File: src/rtl/bcd_to_bin_seq.sv
// -----------------------------------------------------------------------------
// bcd_to_bin_seq
//
// Multi-cycle BCD-to-binary converter (reverse double-dabble). A packed
// multi-digit BCD value is captured on a start handshake. It is then shifted
// right one bit per clock through a combined {bcd, bin} register. After each
// shift, every BCD digit that is >= 8 is corrected by subtracting 3. After
// BIN_W shifts the binary field holds the converted value.
//
// Optional feature macro: BCD_TO_BIN_ERR_CHECK_EN
//   defined   : any digit > 9 at accept goes straight to DONE with
//               bin_out = 0 and err = 1 (no shifts).
//   undefined : no digit check; err is tied to 0 and invalid digits run
//               through the normal datapath.
//
// Ports
//   clk      in   rising-edge clock
//   rst      in   synchronous active-high reset
//   start    in   conversion request, sampled only while ready = 1
//   bcd_in   in   packed BCD input, digit 0 in bits [3:0]
//   ready    out  high in IDLE only
//   busy     out  high while shifting
//   done     out  one-cycle pulse; bin_out/err valid from this cycle
//   bin_out  out  converted value, held until the next done
//   err      out  input contained a digit > 9 (check build only)
// -----------------------------------------------------------------------------
module bcd_to_bin_seq #(
  parameter int DIGITS = 4,
  parameter int BIN_W  = 14
) (
  input  logic                  clk,
  input  logic                  rst,
  input  logic                  start,
  input  logic [4*DIGITS-1:0]   bcd_in,
  output logic                  ready,
  output logic                  busy,
  output logic                  done,
  output logic [BIN_W-1:0]      bin_out,
  output logic                  err
);

  localparam int BCD_W = 4 * DIGITS;
  localparam int SR_W  = BCD_W + BIN_W;
  localparam int CNT_W = $clog2(BIN_W + 1);

  typedef enum logic [1:0] {
    S_IDLE,
    S_SHIFT,
    S_DONE
  } state_t;

  state_t           r_state;
  logic [SR_W-1:0]  r_sr;
  logic [CNT_W-1:0] r_cnt;
  logic [BIN_W-1:0] r_bin;
  logic             r_ready;
  logic             r_busy;
  logic             r_done;

  logic [SR_W-1:0]  w_shifted;
  logic [SR_W-1:0]  w_sr_next;
  logic             w_last_shift;

  // Shift right with zero fill, then correct every BCD digit in parallel.
  // A digit >= 8 after the shift is exactly one with its MSB set.
  always_comb begin
    // NOTE: every always_comb output gets a default first so no path
    // leaves it unassigned, which would infer a latch.
    w_shifted = r_sr >> 1;
    w_sr_next = w_shifted;
    for (int d = 0; d < DIGITS; d++) begin
      if (w_shifted[BIN_W + 4*d + 3]) begin
        w_sr_next[BIN_W + 4*d +: 4] = w_shifted[BIN_W + 4*d +: 4] - 4'd3;
      end
    end
  end

  assign w_last_shift = (r_cnt == CNT_W'(BIN_W - 1));

`ifdef BCD_TO_BIN_ERR_CHECK_EN
  logic r_err;
  logic w_bad_digit;

  always_comb begin
    w_bad_digit = 1'b0;
    for (int d = 0; d < DIGITS; d++) begin
      if (bcd_in[4*d +: 4] > 4'd9) begin
        w_bad_digit = 1'b1;
      end
    end
  end

  assign err = r_err;
`else
  assign err = 1'b0;
`endif

  // Single FSM process; ready/busy/done are registered alongside the state
  // so no input has a combinational path to an output.
  always_ff @(posedge clk) begin
    // NOTE: all sequential state uses non-blocking assignments so every
    // register samples pre-edge values regardless of statement order.
    if (rst) begin
      // The shift register is cleared too, so a discarded conversion
      // leaves no residue behind.
      r_state <= S_IDLE;
      r_sr    <= '0;
      r_cnt   <= '0;
      r_bin   <= '0;
      r_ready <= 1'b1;
      r_busy  <= 1'b0;
      r_done  <= 1'b0;
`ifdef BCD_TO_BIN_ERR_CHECK_EN
      r_err   <= 1'b0;
`endif
    end else begin
      unique case (r_state)
        S_IDLE: begin
          if (start) begin
`ifdef BCD_TO_BIN_ERR_CHECK_EN
            if (w_bad_digit) begin
              r_state <= S_DONE;
              r_bin   <= '0;
              r_err   <= 1'b1;
              r_ready <= 1'b0;
              r_done  <= 1'b1;
            end else
`endif
            begin
              r_state <= S_SHIFT;
              r_sr    <= {bcd_in, {BIN_W{1'b0}}};
              r_cnt   <= '0;
              r_ready <= 1'b0;
              r_busy  <= 1'b1;
            end
          end
        end

        S_SHIFT: begin
          // start is deliberately ignored here: no request queuing.
          r_sr  <= w_sr_next;
          r_cnt <= r_cnt + CNT_W'(1);
          if (w_last_shift) begin
            r_state <= S_DONE;
            r_bin   <= w_sr_next[BIN_W-1:0];
            r_busy  <= 1'b0;
            r_done  <= 1'b1;
`ifdef BCD_TO_BIN_ERR_CHECK_EN
            r_err   <= 1'b0;
`endif
          end
        end

        S_DONE: begin
          r_state <= S_IDLE;
          r_done  <= 1'b0;
          r_ready <= 1'b1;
        end

        default: begin
          r_state <= S_IDLE;
          r_ready <= 1'b1;
          r_busy  <= 1'b0;
          r_done  <= 1'b0;
        end
      endcase
    end
  end

  assign ready   = r_ready;
  assign busy    = r_busy;
  assign done    = r_done;
  assign bin_out = r_bin;

endmodule
File: config.mk
export PLATFORM = sky130hd
export DESIGN_NAME = bcd_to_bin_seq
export DESIGN_NICKNAME = d
export VERILOG_FILES = /design/src/rtl/bcd_to_bin_seq.sv
export SDC_FILE = /design/constraint.sdc
export NUM_CORES = 1
export LEC_CHECK = 0
export CAP_MARGIN = 20
export CORE_ASPECT_RATIO = 0.8
export CORE_MARGIN = 1
export CORE_UTILIZATION = 45
export CTS_CLUSTER_DIAMETER = 100
export DETAILED_ROUTE_END_ITERATION = 16
export GPL_ROUTABILITY_DRIVEN = 1
export PLACE_DENSITY_LB_ADDON = 0.15
export SYNTH_ARGS = -nofsm -noshare
export SYNTH_HDL_FRONTEND = slang
export SYNTH_SLANG_ARGS = --single-unit
File: constraint.sdc
create_clock -name clk -period 1.2 [get_ports clk]
set_input_delay 0.24 -clock clk [delete_from_list [all_inputs] [get_ports clk]]
set_output_delay 0.24 -clock clk [all_outputs]
set_load 0.05 [all_outputs]
Word level (Yosys, flattened, before mapping)
Cells that the tools add are included.
{ "word_totals": {"n_memories": 0, "reg_bits": 53, "rom_bits": 0, "output_inout_bits": 18, "latchBits": 0, "elab_cells": 44, "inputBits": 19, "ramBits": 0} }
{ "classes": {"bitwise_logic": 3, "n_eq_ne": 5, "n_div": 0, "multipliers": 0, "order_cmp": 0, "n_reduce_logical": 8, "shifts": 0, "addsub": 4, "n_mux": 17} }
{ "ops": {"columns": ["operator", "n"], "rows": [
  ["30-bit one-hot mux with 2 select lines", 1],
  ["30-bit 2-to-1 mux", 1],
  ["4-bit 2-to-1 mux", 4],
  ["4-bit by 2-bit subtractor with 4-bit output (second input constant)", 3],
  ["2-bit AND reduction", 5],
  ["4-bit one-hot mux with 2 select lines", 1],
  ["4-bit by 1-bit adder with 4-bit output (second input constant)", 1],
  ["4-bit == test (second input constant)", 1],
  ["1-bit 2-to-1 mux", 4],
  ["2-bit 2-to-1 mux", 2],
  ["2-bit inequality test (second input constant)", 2],
  ["1-bit one-hot mux with 2 select lines", 2],
  ["2-bit one-hot mux with 2 select lines", 1],
  ["1-bit inverter", 3],
  ["1-bit one-hot mux with 3 select lines", 1],
  ["3-bit AND reduction", 1],
  ["2-bit by 1-bit == test with 1-bit output (second input constant)", 1],
  ["2-bit == test (second input constant)", 1],
  ["2-bit zero test", 1],
  ["2-bit nonzero test", 1]
]} }

Depth between registers and ports, before layout
Gate-level depths: netlist of the first run.
{ "logic_depth": {"ltp_word": 3, "mapped_depth": 7, "mapped_depth_nobuf": 6} }

Worst setup path after synthesis of the first run
No wires, ideal clock.
{ "synth_timing": {"kind": "register to register", "from": "register r_cnt[1]", "to": "register r_bin[10] (netlist: bin_out[10])", "path_buffers": 1, "synth_period_minus_slack_ns": 1.347, "slack_ns": -0.147, "setup_ns": 0.070, "stages_incl_launch_ff": 8, "arrival_time_ns": 1.277, "t_required_ns": 1.130, "path_cell_list": "dfxtp_1 inv_1 ha_1 and3_1 nand2_1 buf_2 nand2_1 a21oi_1"} }
{ "synth_between": {"elab_chain_cells": 2} }
{ "synth_lines": {"columns": ["element", "line_no", "text"], "rows": [
  ["start, declared", "54", "logic [CNT_W-1:0] r_cnt;"],
  ["start signal, assigned", "142", "r_cnt <= r_cnt + CNT_W'(1);"],
  ["4-bit == test", "78", "assign w_last_shift = (r_cnt == CNT_W'(BIN_W - 1));"],
  ["2-bit AND reduction (no line)", null, null],
  ["end signal, assigned", "145", "r_bin <= w_sr_next[BIN_W-1:0];"],
  ["end, declared", "55", "logic [BIN_W-1:0] r_bin;"]
]} }
Every way passes these cells.
A chain may end at the register's enable or synchronous reset.

Final worst setup path of the first run
{ "layout_timing": {"from": "register r_state[1]", "to": "register r_sr[18]"} }
{ "layout_between": {"elab_chain_cells": 3, "word_cells_on_any_way": 6, "classes_between": "eq/ne: 2; mux: 1; reduce/logical: 3"} }
{ "layout_lines": {"columns": ["element", "line_no", "text"], "rows": [
  ["start, declared", "52", "state_t r_state;"],
  ["start signal, assigned", "106", "r_state <= S_IDLE;"],
  ["start signal, assigned", "130", "r_state <= S_SHIFT;"],
  ["start signal, assigned", "144", "r_state <= S_DONE;"],
  ["2-bit by 1-bit == test with 1-bit output or 2-bit zero test (tied branches)", "117", "unique case (r_state)"],
  ["2-bit nonzero test (no line) or 2-bit inequality test (tied branches)", null, null],
  ["2-bit AND reduction (no line)", null, null],
  ["end signal, assigned", "131", "r_sr <= {bcd_in, {BIN_W{1'b0}}};"],
  ["end signal, assigned", "141", "r_sr <= w_sr_next;"],
  ["end, declared", "53", "logic [SR_W-1:0] r_sr;"]
]} }
Parallel ways exist; a longest one is shown, timed or not.

==> results by group, run 1 <==
Outcome
  • Status: complete, but fails checks
  • Failing checks: negative setup slack

Place
  • Placed standard-cell area: 2990 um2
  • I/O Buffers: 35
  • Detailed placement HPWL: 3780 um
  • Routability-driven placement congestion ratio: slightly above 0.8
  • Placed cell count: between 300 and 400

Floorplan
  • Die width: 79.5 um
  • Effective utilization at floorplan: 0.471
  • DIE AREA: 5090 um2
  • Number of rows created at floorplan: 22
  • Placeable core region: 4600 um2
  • Chip height: between 60 and 70 um
  • Number of primary I/O pins: 37

Min path
  • Kind of path behind the tightest hold check: in2reg
  • Destination of the worst hold path: r_cnt[0]
  • Beginning of the worst hold path: rst
  • Hold-critical path depth: 3

Global route
  • Number of global-route vias before repair: approximately 1,900
  • GRT Util Overall: 0.230
  • Wire length of the first global-routing pass: slightly above 9000 um
  • Maximum number of pins on one net before global-route repair: 17
  • Antenna violations before repair: 0
  • Sum of overflow across all layers after global routing: 0

Power and ir drop
  • Net load switching power: between 900 and 1000 uW
  • Net switching fraction of the power: 0.266
  • Sequential share of power: 0.515
  • Combinational power share: 0.206
  • Total power density per cell area: ~990 nW/um2
  • Reported leakage power: 0.00144 uW
  • Maximum vdd ir drop: roughly 0.68 mV
  • Clock network fraction of design power: 0.278
  • Internal power: around 2600 uW

Drt
  • Final routed wirelength across all metal layers: approximately 6400 um
  • Ratio of routed vias to standard cells: ~5.6
  • Remaining number of nets flagged by the antenna check after routing: 0
  • Vias post-DR: approximately 2,100
  • 1st-pass router iterations: 4
  • Mean routed wirelength per cell: 17.2 um
  • Initial detailed-routing violation count: between 150 and 200
  • DRC violation count after routing: 0

Synth
  • Compound-cell area share of the yosys netlist: 0.218
  • Fraction of synthesized area in multiplexers: 0.0139
  • Top cell type by total area after synthesis: sky130_fd_sc_hd__dfxtp_1
  • Library cells used by synthesis: 43
  • Post-synthesis adder-cell area fraction: 0.0289
  • Async set or reset register ratio after synthesis: 0
  • Mapped Avg Cell Area: between 9 and 10 um2
  • Cell types with the largest area share after synthesis: sky130_fd_sc_hd__dfxtp_1, sky130_fd_sc_hd__a21oi_1, sky130_fd_sc_hd__nand2_1, sky130_fd_sc_hd__a22o_1, sky130_fd_sc_hd__nor2_1
  • Post-Synth XOR/XNOR Area: 0.0243
  • Area share of the largest cell type after synthesis: 0.481
  • Prevailing post-synth register cell: sky130_fd_sc_hd__dfxtp_1
  • Simple-Gate Fraction of Synth Area: 0.184
  • Syn_nets: 264
  • Gate Count Post-Synth: 240
  • Post-synthesis instance area: between 2000 and 2500 um2
  • Seq cells post-synth: between 50 and 60
  • Seq/Total Area, Yosys: 0.481
  • Largest family of logic cells by synthesized area: compound AO/OA/AOI/OAI gates
  • Most common cell in the netlist: sky130_fd_sc_hd__dfxtp_1
  • Number of warnings issued by yosys: 0
  • Post-synth top cells: sky130_fd_sc_hd__dfxtp_1, sky130_fd_sc_hd__nand2_1, sky130_fd_sc_hd__a21oi_1, sky130_fd_sc_hd__nor2_1, sky130_fd_sc_hd__a22o_1
  • Number of enable-type register cells in the synthesized netlist: 0

Clock network
  • Clock transition time at the flip-flop clock pins of the worst setup and hold paths: 90 ps
  • H-tree lvl count: 2
  • Count of hold-fix buffers inserted at cts: 0
  • Clock buffer depth: 2
  • Clock latency on the worst-skew pair: around 300 ps
  • Number of clock sinks: 52
  • TritonCTS clock tree: built
  • Buffer type at the clock tree root: sky130_fd_sc_hd__clkbuf_8
  • Clock buffers created by TritonCTS: 5

Setup path
  • Critical Path Sink Type: register
  • Critical R2R Launch: r_state[1]
  • Worst path slowest cell: sky130_fd_sc_hd__dfxtp_4
  • Required time reported for the critical path endpoint: between 1000 and 1500 ps
  • CP startpoint: r_state[1]
  • Most common cell on crit path: sky130_fd_sc_hd__buf_6
  • Critical-path maximum fanout: 5
  • Crit path cell chain: buf_12 > buf_6 > buf_6 > nand3b_1 > a21oi_2 > a221oi_2 > nor2_1
  • Top Family by Delay on Critical Path: flip-flops
  • Slack of the worst reg-to-reg path: -120 ps
  • Largest stage delay on the critical path: roughly 370 ps
  • Data arrival time of the critical path: ~1600 ps
  • Crit start category: register
  • Buffer and inverter count on the worst path: 3
  • Type of the worst setup path: reg2reg
  • Reg2reg path depth: 7
  • Capture point of the worst reg-to-reg path: r_sr[18]

Timing
  • Period utilization: 1.10
  • RSZ-0062 raised after global routing: true
  • Number of slew-limit violations in the final report: 0
  • Final setup fails: 36
  • Highest Clock Rate: between 700 and 800 MHz
  • Final setup margin: -115 ps
  • Hold Fails Final Rpt: 0
  • Max Clock Skew: around 11 ps
  • Period minus WS final: between 1000 and 1500 ps

Final layout
  • Net count of the finished layout: around 340
  • Non-filler instance count after layout: around 370
  • Layout-stage area growth over the synthesis result: 67.8%
  • Final instance area: approximately 3600 um2
  • # fillers: ~260
  • Number of antenna repair diodes: 0
  • Fraction of final layout cells sized beyond drive strength 1: 0.465

Run
  • Max-cap violations: 0
[per-stage QoR]
stage	TNS [ps]	total power [uW]	hold slack [ps]	util	setup slack [ps]
after floorplan	-1190	2170	359	-	-128
after global placement	-12820	2420	453	0.651	-449
after detailed placement	-13360	2430	458	0.651	-463
after CTS	-2000	3460	470	0.716	-82.1
after global routing	-3830	3740	463	0.790	-175
final	-1690	3610	432	0.790	-115
[timing repair]
item,4_1_cts,5_1_grt
pin swaps,23,33
setup buffers,3,7
gates cloned,1,2
endpoints found under the setup margin,46,47
gates resized for setup,46,61
[worst register-to-register path: cells and delay by family, from the launching register on]
kind                   cells  cell delay, ps
buffers and inverters      3             360
AO/OA/AOI/OAI              2             240
flip-flops                 1             370
AND/OR/NAND/NOR            2             290
[area by class of cell]
class,count,area (um2),share of cell area
multi-input cells,170,1380,0.380
flip-flops and latches,52,1060,0.291
repair buffers,82,1020,0.282
clock buffers,8,90.1,0.0248
well taps,60,75.1,0.0207
inverters,2,7.51,0.00207
[state kept, by name (all words and copies together), names as in the netlist]
name,flops
bin_out,14
busy,1
done,1
r_cnt,4
r_sr,29
r_state,2
ready,1
[worst max path at each step]
stage | slack (ps) | endpoint | cells after the start
finish | -120 | r_sr[18] | 7
global route | -170 | bin_out[6] | 7
CTS | -80 | bin_out[8] | 6
detailed placement | -460 | r_cnt[3] | 4
global placement | -450 | r_cnt[3] | 4
floorplan | -130 | r_cnt[3] | 5
[cell usage in the layout (no fill, tap or decap), types with 4 or more instances in the layout]
cell,Yosys,final
sky130_fd_sc_hd__a21oi_1,30,18
sky130_fd_sc_hd__nand2_4,0,6
sky130_fd_sc_hd__nor2b_1,4,4
sky130_fd_sc_hd__xnor2_1,5,5
sky130_fd_sc_hd__buf_4,2,29
sky130_fd_sc_hd__nor2_1,19,10
sky130_fd_sc_hd__nand3_1,5,4
sky130_fd_sc_hd__nand2_2,0,8
sky130_fd_sc_hd__dfxtp_1,52,44
sky130_fd_sc_hd__buf_12,0,23
sky130_fd_sc_hd__nand2_1,38,22
sky130_fd_sc_hd__clkdlybuf4s50_1,0,16
sky130_fd_sc_hd__nor2_4,0,8
sky130_fd_sc_hd__a21oi_2,0,12
sky130_fd_sc_hd__nand2b_4,1,4
sky130_fd_sc_hd__dfxtp_2,0,6
sky130_fd_sc_hd__a22o_1,13,13
sky130_fd_sc_hd__clkbuf_8,0,6
sky130_fd_sc_hd__buf_6,2,10
sky130_fd_sc_hd__ha_1,5,4
[power by group through the flow]
stage / combinational, uW / clock [uW] / sequential, uW
finish: 744 / 1000 / 1860
global route: 790 / 1080 / 1870
CTS: 603 / 1010 / 1850
detailed placement: 546 / 0 / 1880
global placement: 533 / 0 / 1880
floorplan: 272 / 0 / 1900
[metal layers]
metal,GRT usage,wire length [um]
met3,0.0400,306
met5,0,0
met4,0.0364,61
met2,0.351,3010
met1,0.342,3060
[cells by family after synthesis]
family	count (synthesis)
compound gates	69
xor+xnor	6
fa+ha+maj	5
buf+inv	19
flops	52
mux	3
other cells	1
simple gates	85
No activity file was read; power rests on OpenSTA's default activity.
==> run 2: changes to the inputs <==
--- a/config.mk
+++ b/config.mk
@@ -9,6 +9,7 @@
 export CORE_ASPECT_RATIO = 0.8
 export CORE_MARGIN = 1
 export CORE_UTILIZATION = 45
+export CTS_BUF_LIST = sky130_fd_sc_hd__clkbuf_2
 export CTS_CLUSTER_DIAMETER = 100
 export DETAILED_ROUTE_END_ITERATION = 16
 export GPL_ROUTABILITY_DRIVEN = 1
==> run 2 against run 1 <==
Net effect:
- the run still ends with negative setup slack left
- cell count is 2.4% lower
- via count fell by 3.7%
- highest routed layer unchanged
- die area did not move
- critical path type unchanged
==> results by group, run 2 (same netlist as run 1, synthesis figures left out) <==
Outcome
  • Status: complete, but fails checks
  • Failing checks: negative setup slack

Clock network
  • Clock buffer depth: 2
  • Clock transition time at the flip-flop clock pins of the worst setup and hold paths: around 240 ps
  • Number of clock sinks: between 50 and 60
  • Clock latency on the worst-skew pair: between 400 and 500 ps
  • Clock buffers created by TritonCTS: 5
  • Count of hold-fix buffers inserted at cts: 0
  • TritonCTS clock tree: built
  • Buffer type at the clock tree root: sky130_fd_sc_hd__clkbuf_2
  • H-tree lvl count: 2

Setup path
  • Critical Path Sink Type: register
  • Crit path cell chain: or3b_4 > and3_4 > o21a_1
  • Top Family by Delay on Critical Path: simple AND/OR/NAND/NOR gates
  • Largest stage delay on the critical path: 450 ps
  • Required time reported for the critical path endpoint: between 1500 and 2000 ps
  • Data arrival time of the critical path: about 1600 ps
  • Count of cell instances traversed by the critical path: 3
  • Type of the worst setup path: reg2reg
  • Crit start category: register
  • Worst path slowest cell: sky130_fd_sc_hd__or3b_4
  • Buffer and inverter count on the worst path: 0
  • Critical-path maximum fanout: 5
  • Reg2reg path depth: 3

Timing
  • Final setup margin: -80.4 ps
  • Final Hold Slack: roughly 430 ps
  • Hold Fails Final Rpt: 0
  • Period minus WS final: around 1300 ps
  • Max Clock Skew: 19.1 ps
  • Number of slew-limit violations in the final report: 0
  • RSZ-0062 raised after global routing: true
  • Period utilization: 1.07
  • Final setup fails: 39
  • Highest Clock Rate: between 700 and 800 MHz

Global route
  • Antenna violations before repair: 0
  • Sum of overflow across all layers after global routing: 0
  • Maximum number of pins on one net before global-route repair: 17
  • GRT Util Overall: 0.230
  • Wire length of the first global-routing pass: around 9100 um
  • Number of global-route vias before repair: about 1,900

Final layout
  • Number of antenna repair diodes: 0
  • # fillers: 314
  • Commonest non-fill, non-tap cell in the layout: sky130_fd_sc_hd__nand2_1
  • Number of flip-flops under the largest register name: 29
  • FF+latch area: 1080 um2
  • Combined area of the multi-input logic cells: 1270 um2
  • Fraction of final layout cells sized beyond drive strength 1: 0.459
  • Largest register by flop count: r_sr
  • Finished Core Util: 0.737
  • Net count of the finished layout: about 330
  • Layout-stage area growth over the synthesis result: 56.6%
  • Most used cells in the layout excluding fill and tap cells: sky130_fd_sc_hd__nand2_1, sky130_fd_sc_hd__dfxtp_1, sky130_fd_sc_hd__buf_4

Drt
  • 1st-pass router iterations: 4
  • Vias post-DR: slightly above 2,000
  • Final routed wirelength across all metal layers: about 5700 um
  • Mean routed wirelength per cell: 15.6 um
  • DRC violation count after routing: 0
  • Ratio of routed vias to standard cells: about 5.5
  • Remaining number of nets flagged by the antenna check after routing: 0
  • Initial detailed-routing violation count: roughly 120

Floorplan
  • Number of primary I/O pins: 37
  • Chip height: around 64 um
  • DIE AREA: roughly 5100 um2
  • Die width: roughly 80 um
  • Effective utilization at floorplan: 0.471
  • Placeable core region: between 4000 and 5000 um2
  • Number of rows created at floorplan: 22

Power and ir drop
  • Clock network fraction of design power: 0.211
  • Internal power: 2320 uW
  • Maximum vdd ir drop: ~0.63 mV
  • Sequential share of power: 0.577
  • Reported leakage power: roughly 0.0013 uW
  • Total power density per cell area: 955 nW/um2
  • Combinational power share: 0.213
  • Net switching fraction of the power: 0.282
  • Net load switching power: 913 uW

Run
  • Max-cap violations: 0

Min path
  • Kind of path behind the tightest hold check: in2reg
  • Hold-critical path depth: 3

Place
  • Detailed placement HPWL: 3780 um
  • I/O Buffers: 35
  • Routability-driven placement congestion ratio: between 0.8 and 0.9
run 2: cell count changes in the layout (fill, tap and decap cells not counted), moves of 3 or more:
cell | before | now
sky130_fd_sc_hd__dfxtp_1 | 44 | 27
sky130_fd_sc_hd__dfxtp_2 | 6 | 23
sky130_fd_sc_hd__nor2_4 | 8 | 5
sky130_fd_sc_hd__nand2_1 | 22 | 35
sky130_fd_sc_hd__buf_4 | 29 | 26
sky130_fd_sc_hd__buf_6 | 10 | 7
sky130_fd_sc_hd__clkbuf_8 | 6 | 0
sky130_fd_sc_hd__clkbuf_2 | 0 | 7
sky130_fd_sc_hd__nand2_4 | 6 | 1
sky130_fd_sc_hd__nand2_2 | 8 | 1
run 2: worst paths after layout:
| path | from | endpoint | slack, ps |
|---|---|---|---|
| min | bcd_in[8] | r_sr[22] | 430 |
| max reg2reg | r_state[1] | r_cnt[3] | -80 |
| max | r_state[1] | r_cnt[3] | -80 |
| min reg2reg | r_sr[1] | bin_out[0] | 490 |
run 2: worst register-to-register path, stage by stage, from the launching register on:
cell and delay [ps]:
sky130_fd_sc_hd__dfxtp_4 420, sky130_fd_sc_hd__or3b_4 450, sky130_fd_sc_hd__and3_4 200, sky130_fd_sc_hd__o21a_1 150
run 2: through the flow:
step	setup TNS (ps)	cells	area (um2)	power, uW	worst slack, ps
global route	-3850	365	3390	3380	-118
detailed placement	-13360	353	2990	2430	-463
CTS	-1260	362	3160	3130	-53.2
floorplan	-1190	240	2190	2170	-128
finish	-785	365	3390	3230	-80.4
global placement	-12820	353	2990	2420	-449
run 2: repair_timing:
action | in CTS | in global routing
buffers inserted | 1 | 2
resized for setup | 47 | 43
pin swaps | 9 | 18
cloned | 0 | 1
endpoints found under the setup margin | 66 | 64
run 2: per-layer routing:
| metal | up-vias | part of all wire | wire, um | global-route usage |
|---|---|---|---|---|
| li1 | 977 | - | - | - |
| met1 | 980 | 0.49 | 2770 | 0.337 |
| met2 | 53 | 0.44 | 2500 | 0.338 |
| met3 | 4 | 0.067 | 382 | 0.0514 |
| met4 | 0 | 0.0072 | 41 | 0.0568 |
| met5 | - | 0 | 0 | 0 |
run 2: final cells by class:
class / instances / share of cell area
clock buffers: 7 / 0.0103
clock inverters: 1 / 0.00111
inverters: 2 / 0.00222
multi-input cells: 169 / 0.375
flip-flops and latches: 52 / 0.318
well taps: 60 / 0.0222
repair buffers: 74 / 0.272
run 2: power by group through the flow:
stage	combinational (uW)	sequential [uW]	clock, uW
after detailed placement	546	1880	0
after global routing	735	1880	768
after global placement	533	1880	0
after CTS	586	1850	692
final	688	1860	681
after floorplan	272	1900	0
